## config.mk

```make
export PLATFORM = sky130hd
export DESIGN_NAME = if_src_ctrl
export DESIGN_NICKNAME = d
export VERILOG_FILES = /design/src/rtl/if_src_ctrl.sv
export SDC_FILE = /design/constraint.sdc
export NUM_CORES = 1
export LEC_CHECK = 0
export BUFFER_PORTS_ARGS = -buffer_cell sky130_fd_sc_hd__buf_4
export CAP_MARGIN = 10
export CORE_MARGIN = 3
export CORE_UTILIZATION = 45
export DETAILED_ROUTE_END_ITERATION = 8
export PLACE_DENSITY = 0.87
export SLEW_MARGIN = 0
export SYNTH_ARGS = -nofsm -noshare
export SYNTH_HDL_FRONTEND = slang
export SYNTH_SLANG_ARGS = --single-unit
```

## constraint.sdc

```tcl
create_clock -name clk -period 2.8 [get_ports clk]
set_input_delay 0.42 -clock clk [delete_from_list [all_inputs] [get_ports clk]]
set_output_delay 0.42 -clock clk [all_outputs]
set_load 0.1 [all_outputs]
```

## src/rtl/if_src_ctrl.sv

```systemverilog
// IF-stage source select: stalls the PC and injects NOPs ahead of a BNE whose operands are still in flight, then replays it; flushes on taken branch.
// Outputs are combinational (same-cycle NOP on hazard); replay follows 1 or 2 NOP cycles; branch_taken overrides everything.
module if_src_ctrl #(
  parameter logic [5:0]  BNE_OPCODE   = 6'b000101,
  parameter logic [31:0] NOP_WORD     = 32'h0000_0000,
  parameter int          FLUSH_CYCLES = 2,
  parameter int          CNT_W        = 2
) (
  input  logic        clk,
  input  logic        rst_n,
  input  logic        if_valid,
  input  logic [31:0] if_instr,
  input  logic        idex_regwrite,
  input  logic [4:0]  idex_rd,
  input  logic        exmem_regwrite,
  input  logic [4:0]  exmem_rd,
  input  logic        branch_taken,
  output logic [1:0]  IRSrcIF,
  output logic [31:0] bne_word,
  output logic [31:0] nop_word,
  output logic        pc_write,
  output logic        if_id_write,
  output logic        busy
);

  typedef enum logic [1:0] {
    S_IDLE   = 2'd0,
    S_STALL  = 2'd1,
    S_REPLAY = 2'd2,
    S_FLUSH  = 2'd3
  } state_t;

  localparam logic [CNT_W-1:0] FLUSH_LOAD = CNT_W'(FLUSH_CYCLES - 1);

  state_t           r_state;
  logic [CNT_W-1:0] r_cnt;
  logic [31:0]      r_bne_hold;

  state_t           w_next_state;
  logic [CNT_W-1:0] w_next_cnt;
  logic             w_capture;
  logic [4:0]       w_rs;
  logic [4:0]       w_rt;
  logic             w_is_bne;
  logic             w_idex_match;
  logic             w_exmem_match;
  logic             w_haz;

  assign w_rs     = if_instr[25:21];
  assign w_rt     = if_instr[20:16];
  assign w_is_bne = if_valid && (if_instr[31:26] == BNE_OPCODE);

  // r0 is hardwired, so a write to it never creates a dependency
  assign w_idex_match  = idex_regwrite && (idex_rd != 5'd0) &&
                         ((w_rs == idex_rd) || (w_rt == idex_rd));
  assign w_exmem_match = exmem_regwrite && (exmem_rd != 5'd0) &&
                         ((w_rs == exmem_rd) || (w_rt == exmem_rd));
  assign w_haz         = w_is_bne && (w_idex_match || w_exmem_match);

  always_ff @(posedge clk or negedge rst_n) begin
    if (!rst_n) begin
      r_state    <= S_IDLE;
      r_cnt      <= '0;
      r_bne_hold <= 32'h0000_0000;
    end else begin
      r_state <= w_next_state;
      r_cnt   <= w_next_cnt;
      if (w_capture) begin
        r_bne_hold <= if_instr;
      end
    end
  end

  always_comb begin
    w_next_state = r_state;
    w_next_cnt   = r_cnt;
    w_capture    = 1'b0;
    if (branch_taken) begin
      w_next_cnt   = FLUSH_LOAD;
      w_next_state = (FLUSH_CYCLES == 1) ? S_IDLE : S_FLUSH;
    end else begin
      case (r_state)
        S_IDLE: begin
          if (w_haz) begin
            w_capture    = 1'b1;
            w_next_cnt   = w_idex_match ? CNT_W'(1) : '0;
            w_next_state = w_idex_match ? S_STALL : S_REPLAY;
          end
        end
        // the count reaching zero on this edge ends the phase
        S_STALL: begin
          if (r_cnt <= CNT_W'(1)) begin
            w_next_cnt   = '0;
            w_next_state = S_REPLAY;
          end else begin
            w_next_cnt = r_cnt - CNT_W'(1);
          end
        end
        S_REPLAY: begin
          w_next_state = S_IDLE;
        end
        S_FLUSH: begin
          if (r_cnt <= CNT_W'(1)) begin
            w_next_cnt   = '0;
            w_next_state = S_IDLE;
          end else begin
            w_next_cnt = r_cnt - CNT_W'(1);
          end
        end
        default: begin
          w_next_cnt   = '0;
          w_next_state = S_IDLE;
        end
      endcase
    end
  end

  always_comb begin
    IRSrcIF     = 2'b00;
    pc_write    = 1'b1;
    if_id_write = 1'b1;
    if (!rst_n) begin
      IRSrcIF     = 2'b01;
      pc_write    = 1'b0;
      if_id_write = 1'b0;
    end else if (branch_taken) begin
      IRSrcIF = 2'b01;
    end else begin
      case (r_state)
        S_IDLE: begin
          if (w_haz) begin
            IRSrcIF  = 2'b01;
            pc_write = 1'b0;
          end
        end
        S_STALL: begin
          IRSrcIF  = 2'b01;
          pc_write = 1'b0;
        end
        S_REPLAY: IRSrcIF = 2'b10;
        S_FLUSH:  IRSrcIF = 2'b01;
        default:  IRSrcIF = 2'b01;
      endcase
    end
  end

  assign bne_word = rst_n ? r_bne_hold : 32'h0000_0000;
  assign nop_word = NOP_WORD;
  assign busy     = rst_n && (r_state != S_IDLE);

endmodule

```

# Word level (Yosys, flattened, before mapping)
# Index checks and enable logic that the tools add are counted.
classes:
  n_addsub: 1
  order_cmp: 1
  eq_ne: 11
  mux: 24
  n_reduce_logical: 18
op_table:
  columns: ["cell", "n"]
  rows:
  - ["32-bit 2-to-1 mux", 1]
  - ["5-bit equality test", 4]
  - ["2-bit 2-to-1 mux", 10]
  - ["5-bit nonzero test", 2]
  - ["1-bit 2-to-1 mux", 9]
  - ["3-bit inequality test, second input constant", 3]
  - ["2-bit case mux with 4 select lines", 1]
  - ["1-bit logical AND", 7]
  - ["6-bit by 3-bit equality test with 1-bit output, second input constant", 1]
  - ["2-bit case mux with 3 select lines", 1]
  - ["2-bit equality test, second input constant", 2]
  - ["2-bit case mux with 2 select lines", 1]
  - ["1-bit logical OR", 3]
  - ["3-bit AND reduction", 1]
  - ["3-bit nonzero test", 1]
  - ["2-bit by 1-bit equality test with 1-bit output, second input constant", 1]
  - ["2-bit by 1-bit <= comparator with 1-bit output, second input constant", 1]
  - ["2-bit zero test", 1]
  - ["1-bit case mux with 2 select lines", 1]
  - ["2-bit AND reduction", 1]
  - ["2-bit nonzero test", 1]
  - ["2-bit OR reduction", 1]
  - ["2-bit by 1-bit subtractor with 2-bit output, second input constant", 1]
totals:
  regBits: 36
  inputBits: 48
  output_inout_bits: 69
  elab_cells: 58

# Longest topological paths before layout
# Gate-level depths: netlist (run 1).
depth:
  ltp_word: 9
  mapped_depth: 6
  depth_no_buf: 5

# Worst setup path before layout (run 1)
# Ideal clock, no wire load.
synth_timing:
  path_type: "input port to output port"
  startpoint: "input idex_rd[4]"
  endpoint: "output IRSrcIF[0]"
  t_arrival_ps: 2656
  slack_ps: -276
  cell_stages: 5
  n_path_buf: 0
  cell_sequence: "xnor2_1 > nand3_1 > o22ai_1 > a2bb2oi_1 > o211ai_1"
synth_via:
  elab_chain_len: 9
synth_lines:
  columns: ["element", "line_no", "text"]
  rows:
  - ["from (decl)", "14", "input logic [4:0] idex_rd,"]
  - ["5-bit equality test / 5-bit nonzero test (equally long branches)", "55, 54", null]
  - ["1-bit logical OR / 1-bit logical AND (equally long branches)", "55, 54", null]
  - ["1-bit logical AND *", "54", "assign w_idex_match = idex_regwrite && (idex_rd != 5'd0) &&"]
  - ["1-bit logical OR *", "58", "assign w_haz = w_is_bne && (w_idex_match || w_exmem_match);"]
  - ["1-bit logical AND *", "58", null]
  - ["1-bit 2-to-1 mux *", "131", "if (w_haz) begin"]
  - ["2-bit case mux with 3 select lines *", "129", "case (r_state)"]
  - ["2-bit 2-to-1 mux *", "126", "end else if (branch_taken) begin"]
  - ["2-bit 2-to-1 mux *", "122", "if (!rst_n) begin"]
  - ["to (decl)", "18", "output logic [1:0] IRSrcIF,"]
# Mark *: on every way between the ends. The rest lies on a longest branch, timed or not.

# Final worst setup path (run 1)
layout_timing:
  startpoint: "input idex_rd[1]"
  endpoint: "output pc_write"
layout_via:
  elab_chain_len: 9
layout_lines:
  columns: ["element", "line_no", "text"]
  rows:
  - ["5-bit equality test / 5-bit nonzero test (equally long branches)", "55, 54", null]
  - ["1-bit logical OR / 1-bit logical AND (equally long branches)", "55, 54", null]
  - ["1-bit logical AND *", "54", null]
  - ["1-bit logical OR *", "58", null]
  - ["1-bit logical AND *", "58", null]
  - ["1-bit 2-to-1 mux *", "131", null]
  - ["1-bit case mux with 2 select lines *", "129", null]
  - ["1-bit 2-to-1 mux *", "126", null]
  - ["1-bit 2-to-1 mux *", "122", null]
  - ["to (decl)", "21", "output logic pc_write,"]
# Marks and branches as above.

==> summary.md, run 1 <==
| Metric | Value |
|---|---|
| CTS buffer count | 5 |
| Setup repair bufs after CTS | 0 |
| Layout cell share with drive strength beyond 1 | 43.0% |
| Syn Inst Count | 212 |
| Normalized max-slew margin | 57.3% |
| Core area | 4750 sq um |
| CTS resizes | 0 |
| Sequential area share after synthesis | 40.2% |
| Via Count | between 1.5k and 2k |
| TritonCTS clock tree | yes |
| Finished layout cell area | 2910 sq um |
| Ys flop type | dfrtp_1 |
| Grt total ovfl | 0 |
| Final hold slack | 148 ps |
| Synthesized flop and latch total | 36 |
| First-pass GRT wire length | 8010 um |
| Setup crit end kind | output pin |
| Max Clk Rate | around 390 MHz |
| Global-route total usage across every layer | 17.0% |
| Final ANT Viol Nets | 0 |
| CTS Sinks | 36 |
| Final WL | 4830 um |
| Startpoint types | input port |
| Hold crit path type | in -> async |
| Synth Area in Simple Gates | 17.2% |
| Mapped Area | 2240 sq um |
| Power per cell area | ~440 nW/um^2 |
| CP arrival | 2140 ps |
| Final setup viols | 0 |
| Residual DRC | 0 |
| Most frequent cells in the layout | buf_4 (86), dfrtp_1 (36), and2_1 (32), conb_1 (32), mux2_2 (25) |
| Routability cong. | 0.802 |
| Largest net degree at the start of global routing | 71 |
| Clock transition at the registers of the reported paths | 70 ps |
| Largest family of logic cells by synthesized area | simple AND/OR/NAND/NOR gates |
| Met1 wire length | 1860 um |
| Synth Warn # | 0 |
| WP data required | 2380 ps |
| Tmin final | approximately 2600 ps |
| Number of global-route vias before repair | 1689 |
| Fin. max-slew vios | 0 |
| Routed wl met2 | 2460 um |
| WL per Instance | 13.2 um |
| Starting Density | 47.1% |
| Complex-gate fraction of the synthesized area | approximately 7.1% |
| Die Area | 5860 sq um |
| I/O pin count | roughly 120 |
| Final period utilization | 91.5% |
| Initial DRC Count | 33 |
| Status | completed |
| Synth Area in Adders | 0% |
| Max IR drop VDD | 0.301 mV |
| CTS H-tree lvls | 2 |
| Setup Skew | 7.25 ps |
| Slew @ Worst Pin | 640 ps |
| Fin. Hold Viols | 0 |
| RSZ-0062 raised after global routing | false |
| Post-DP Area | 2830 sq um |
| Max-cap violations | 0 |
| Antenna cells | 0 |
| Hold Buf Count CTS | 0 |
| Mean area per synthesized cell | 10.6 sq um |
| Cell variety after synth | 41 |
| Die width | 76.5 um |
| CTS root buf | clkbuf_8 |
| Most common library cell in the layout ignoring fill and taps | buf_4 |
| Max layer used | met4 |
| Initial antenna violation count | 0 |
| Post-synth EDFFs | 0 |
| Mux cell area share after synthesis | 13.1% |
| DR WL met3 | 449 um |
| Clock Latency Late Sink | 290 ps |
| Post-detail-place hpwl | 3800 um |
| CP Max Fanout | 3 |
| DR vias/cell | 4.62 |
| XOR/XNOR share of the synthesized area | under 10% |
| Rows | 25 |
| Count of input and output buffers | 84 |
| Pre-antenna DRT Iters | 4 |
| Nets | 345 |
| Area delta synth->final | 30.0% |
| DIE HEIGHT | roughly 77 um |
| Async set-reset flop share out of synthesis | between 90% and 100% |
| Final Util | roughly three fifths |
| P_leak | 1.54 nW |
| Crit Path Category | in -> out |
| Clock Tree Buf Depth | 2 |
## kinds of logic after synthesis
| group | count (synthesis) |
|---|---|
| AO/OA/AOI/OAI | 19 |
| XOR/XNOR | 20 |
| buffers and inverters | 47 |
| flip-flops | 36 |
| multiplexers | 26 |
| other | 1 |
| AND/OR/NAND/NOR | 63 |
## flip-flops by register name, summed over array words and instances (netlist names)
register and flops:
r_state 2, r_cnt 2, r_bne_hold 32
## power by group
part / switching (mW) / internal [mW] / total, mW
logic: 0.314 / 0.0868 / 0.401
clock network: 0.183 / 0.178 / 0.360
registers: 0.00593 / 0.524 / 0.530
total: 0.503 / 0.789 / 1.29
## per-layer routing
layer  GRT usage [%]  up-vias
met4            5.62        0
met2            27.9       67
met5               0        -
met3            7.21        8
met1            20.0      795
li1                -      816
## final timing paths
path / from / end / slack [ps] / depth (start not counted)
max: idex_rd[1] / pc_write / 240 / 7
min: rst_n / r_bne_hold[29] / 150 / 1
max reg2reg: r_state[1] / r_bne_hold[4] / 640 / 5
min reg2reg: r_bne_hold[28] / r_bne_hold[28] / 470 / 1
max in group asynchronous: rst_n / r_bne_hold[24] / 2120 / 2
min in group clk: if_instr[7] / r_bne_hold[7] / 350 / 2
## worst max-delay path, cell delays in order
cell,delay [ps]
buf_4,120
or4_1,500
o21ai_0,280
inv_1,130
a2bb2oi_2,200
o211a_1,190
buf_4,290
## metrics by stage
stage                     instances  power, mW  setup TNS [ps]  worst slack, ps
after global routing            365       1.35               0              126
after floorplan                 243      0.878            -192             -192
after CTS                       365       1.31               0              245
final                           365       1.29               0              239
after global placement          357      0.937               0              291
after detailed placement        357      0.941               0              252
## area by class of cell
type	count	area, sq um
Fill cell	416	1840
Tap cell	67	83.8
Timing Repair Buffer	87	666
Clock inverter	1	8.76
Sequential cell	36	901
Inverter	7	26.3
Clock buffer	7	76.3
Multi-Input combinational cell	160	1150
## synthesized netlist by cell type, types with 2 or more instances
| master | n | area share (%) |
|---|---|---|
| nor3_1 | 3 | 0.67 |
| or4_1 | 2 | 0.67 |
| o21ai_0 | 2 | 0.45 |
| nand3_1 | 2 | 0.45 |
| or2_2 | 2 | 0.56 |
| nand2_1 | 4 | 0.67 |
| and2_1 | 32 | 8.9 |
| buf_6 | 3 | 1.5 |
| xnor2_1 | 10 | 3.9 |
| nand4_1 | 2 | 0.56 |
| xor2_1 | 10 | 3.9 |
| a2bb2oi_1 | 2 | 0.78 |
| buf_4 | 33 | 11 |
| clkbuf_1 | 3 | 0.50 |
| dfrtp_1 | 36 | 40 |
| a21oi_1 | 2 | 0.45 |
| nor2_1 | 10 | 1.7 |
| inv_1 | 7 | 1.2 |
| mux2_2 | 25 | 13 |
(Power assumes the default switching activity.)
==> run 2, diff against run 1 <==
--- a/config.mk
+++ b/config.mk
@@ -5,12 +5,13 @@
 export SDC_FILE = /design/constraint.sdc
 export NUM_CORES = 1
 export LEC_CHECK = 0
+export ABC_AREA = 1
 export BUFFER_PORTS_ARGS = -buffer_cell sky130_fd_sc_hd__buf_4
 export CAP_MARGIN = 10
 export CORE_MARGIN = 3
-export CORE_UTILIZATION = 45
+export CORE_UTILIZATION = 47
 export DETAILED_ROUTE_END_ITERATION = 8
-export PLACE_DENSITY = 0.87
+export PLACE_DENSITY = 0.88
 export SLEW_MARGIN = 0
 export SYNTH_ARGS = -nofsm -noshare
 export SYNTH_HDL_FRONTEND = slang
==> run 2 against run 1 <==
Net effect:
- first-iteration DRC count increased by 120%
- critical path depth is 1 lower
- power increased by 12%
- sequential share of layout area is 2.2 points lower
- synthesized cell count increased by 71%
- clock skew down 3.5 ps
- sequential cell count unchanged
- register-to-register slack better by 500 ps
- combinational power up 4%
- hold slack improved by 230 ps
- critical endpoint is now bne_word[23]
- largest power group unchanged
==> summary.md, run 2 <==
| Metric | Value |
|---|---|
| Global-route total usage across every layer | 17.9% (was 17.0%) |
| Number of global-route vias before repair | 2129 (was 1689) |
| Post-detail-place hpwl | 4260 um (was 3800 um) |
| Setup crit end kind | output pin (unchanged) |
| Number of fill cells in the layout | 439 (was 416) |
| Syn Inst Count | 362 (was 212) |
| Fin cells | 514 (was 365) |
| Die width | 77.8 um (was 76.5 um) |
| Hold path depth | 3 |
| Max-cap violations | 0 (unchanged) |
| Via Count | 2239 (was 1686) |
| Synth Warn # | 0 (unchanged) |
| Initial antenna violation count | 0 (unchanged) |
| Startpoint types | input port (unchanged) |
| Nets | 494 (was 345) |
| Met2 usage | 32.2% (was 27.9%) |
| FF-to-FF path depth | 7 (was 5) |
| CTS Sinks | 36 (unchanged) |
| Final period utilization | 86.0% (was 91.5%) |
| I/O pin count | 117 (unchanged) |
| Max Clk Rate | 415 MHz (was 390 MHz) |
| Internal power | 0.927 mW (was 0.789 mW) |
| Most common library cell in the layout ignoring fill and taps | nand2_1 (was buf_4) |
| Residual DRC | 0 (unchanged) |
| Die Area | 6050 sq um (was 5860 sq um) |
| Async set-reset flop share out of synthesis | 100% (unchanged) |
| Critical Path Stages | 6 (was 7) |
| Fin. Hold Viols | 0 (unchanged) |
| Setup repair bufs after CTS | 0 (unchanged) |
| RSZ-0062 raised after global routing | false (unchanged) |
| M1 GR Usage | 19.7% (was 20.0%) |
| Fin. max-slew vios | 0 (unchanged) |
| Logic pwr share | 29.0% (was 31.0%) |
| Hold Buf Count CTS | 1 (was 0) |
| PnR worst setup slack | 392 ps (was 239 ps) |
| Tmin final | 2410 ps (was 2560 ps) |
| Register share of total power | 37.1% (was 41.1%) |
| Crit-path slowest cell | dlygate4sd3_1 (was or4_1) |
| DIE HEIGHT | 77.8 um (was 76.5 um) |
| Final hold slack | 378 ps (was 148 ps) |
| Grt total ovfl | 0 (unchanged) |
| Top Usage Layer GRT | met2 (unchanged) |
| TritonCTS clock tree | yes (unchanged) |
| Total power draw | 1.44 mW (was 1.29 mW) |
| Final Util | 64.5% (was 61.2%) |
| Placed cells | 505 (was 357) |
| Final ANT Viol Nets | 0 (unchanged) |
| Count of input and output buffers | 84 (unchanged) |
| Rows | 25 (unchanged) |
| Max IR drop VDD | 0.277 mV (was 0.301 mV) |
| CTS root buf | clkbuf_8 (unchanged) |
| Starting Density | 49.9% (was 47.1%) |
| Setup TNS | 0 ps (unchanged) |
| Routability cong. | 0.865 (was 0.802) |
| Worst slack, placed | 650 ps (was 252 ps) |
| Sw frac | 35.7% (was 38.9%) |
| WL per Instance | 10.2 um (was 13.2 um) |
| Clock power frac | 33.9% (was 27.9%) |
| Buf/Inv on CP | 5 (was 3) |
| Sequential area share after synthesis | 37.2% (was 40.2%) |
| Crit Path Category | in -> out (unchanged) |
| CTS buffer count | 5 (unchanged) |
| Post-synth top area share | 37.2% (was 40.2%) |
| CP Max Fanout | 25 (was 3) |
| Clock Tree Buf Depth | 2 (unchanged) |
| Post-DP Area | 2990 sq um (was 2830 sq um) |
| Count leader, synth | nand2_1 (was dfrtp_1) |
| GR met3 Demand/Resource | 3.71% (was 7.21%) |
| Biggest regs | r_bne_hold x32, r_cnt x2, r_state x2 (unchanged) |
| Antenna cells | 0 (unchanged) |
| CP arrival | 1990 ps (was 2140 ps) |
| Max FFs per register | 32 (unchanged) |
| Ys flop type | dfrtp_1 (unchanged) |
| Biggest register | r_bne_hold (unchanged) |
| Largest net degree at the start of global routing | 59 (was 71) |
| Hold crit path type | in -> reg (was in -> async) |
| CTS H-tree lvls | 2 (unchanged) |
| Layout cell share with drive strength beyond 1 | 26.6% (was 43.0%) |
| Clock transition at the registers of the reported paths | 70 ps (about the same) |
| Most frequent cells in the layout | nand2_1 (117), buf_4 (87), inv_1 (78), dfrtp_1 (36), conb_1 (32) (was buf_4 (86), dfrtp_1 (36), and2_1 (32), conb_1 (32), mux2_2 (25)) |
| Mapped Area | 2420 sq um (was 2240 sq um) |
| CP top delay family | buffers and inverters (was compound AO/OA/AOI/OAI gates) |
| P_leak | 2.07 nW (was 1.54 nW) |
| DR vias/cell | 4.36 (was 4.62) |
| Final WL | 5230 um (was 4830 um) |
| Cell variety after synth | 25 (was 41) |
| Synth top cells by count | nand2_1 (117), inv_1 (78), dfrtp_1 (36) (was dfrtp_1 (36), buf_4 (33), and2_1 (32)) |
| First-pass GRT wire length | 8790 um (was 8010 um) |
| Area delta synth->final | 29.3% (was 30.0%) |
| Clock Latency Late Sink | 280 ps (was 290 ps) |
| Core area | 4850 sq um (was 4750 sq um) |
| Mean area per synthesized cell | 6.68 sq um (was 10.6 sq um) |
| Pre-antenna DRT Iters | 4 (unchanged) |
| Post-synth EDFFs | 0 (unchanged) |
| P_sw | 0.514 mW (was 0.503 mW) |
| WP data required | 2380 ps (about the same) |
| CP max stage delay | 530 ps (was 500 ps) |
| Setup Skew | 3.76 ps (was 7.25 ps) |
| Final setup viols | 0 (unchanged) |
| Biggest area consumer among synthesized cells | dfrtp_1 (unchanged) |
| Synthesized flop and latch total | 36 (unchanged) |
| Power per cell area | 461 nW/um^2 (was 444 nW/um^2) |
| Critical-path cell list | dlygate4sd3_1 > buf_4 > buf_4 > nand2_1 > inv_1 > buf_4 (was buf_4 > or4_1 > o21ai_0 > inv_1 > a2bb2oi_2 > o211a_1 > buf_4) |
| Initial DRC Count | 73 (was 33) |
| Cell mode on critical path | buf_4 (unchanged) |
| CTS resizes | 0 (unchanged) |
| Status | completed (unchanged) |
| Finished layout cell area | 3130 sq um (was 2910 sq um) |
| Top post-synthesis cells by area | dfrtp_1 (37%), nand2_1 (18%), inv_1 (12%) (was dfrtp_1 (40%), mux2_2 (13%), buf_4 (11%)) |
## run 2: cell count changes after synthesis, sizes merged, moves of 3 or more
| cell | delta |
|---|---|
| o21ai | +26 |
| nand3 | +11 |
| xnor2 | -6 |
| inv | +78 |
| mux2 | -26 |
| nand2 | +118 |
| xor2 | -9 |
| nor2 | +8 |
| or4 | -3 |
| and2 | -32 |
## run 2: worst paths after layout
path,slack [ps],endpoint,from
max in group asynchronous,1720,r_bne_hold[20],rst_n
hold reg to reg,470,r_bne_hold[27],r_bne_hold[27]
hold / removal,380,r_bne_hold[3],if_instr[3]
setup / recovery,390,bne_word[23],rst_n
setup reg to reg,1140,r_bne_hold[14],r_state[0]
min in group asynchronous,540,r_bne_hold[7],rst_n
## run 2: kinds of logic after synthesis
logic type,synth area share [%]
XOR/XNOR,1.81
AO/OA/AOI/OAI,7.65
AND/OR/NAND/NOR,27.0
flip-flops,37.2
buffers and inverters,26.2
other,0.155
## run 2: final cells by class
class	instances	area, sq um	area share [%]
multi-input cells	228	1010	32.3
flip-flops and latches	36	901	28.8
repair buffers	89	683	21.8
inverters	86	323	10.3
clock buffers	7	96.3	3.08
well taps	67	83.8	2.68
clock inverters	1	30.0	0.960
## run 2: tightest hold or removal path, delay by kind of cell
family                 cells  cell delay, ps
AO/OA/AOI/OAI              1              50
buffers and inverters      2             140
## run 2: layer usage
layer  vias to the layer above  wire (um)  share of wire [%]
li1                       1158          -                  -
met1                       988       2100                 40
met2                        85       2650                 51
met3                         8        401                7.7
met4                         0         77                1.5
met5                         -          0                  0
## run 2: power by group through the flow
stage	logic (mW)	clock network (mW)	registers (mW)
detailed placement	0.416	0	0.544
finish	0.418	0.489	0.534
floorplan	0.351	0	0.542
global route	0.443	0.535	0.535
CTS	0.418	0.505	0.534
global placement	0.409	0	0.543
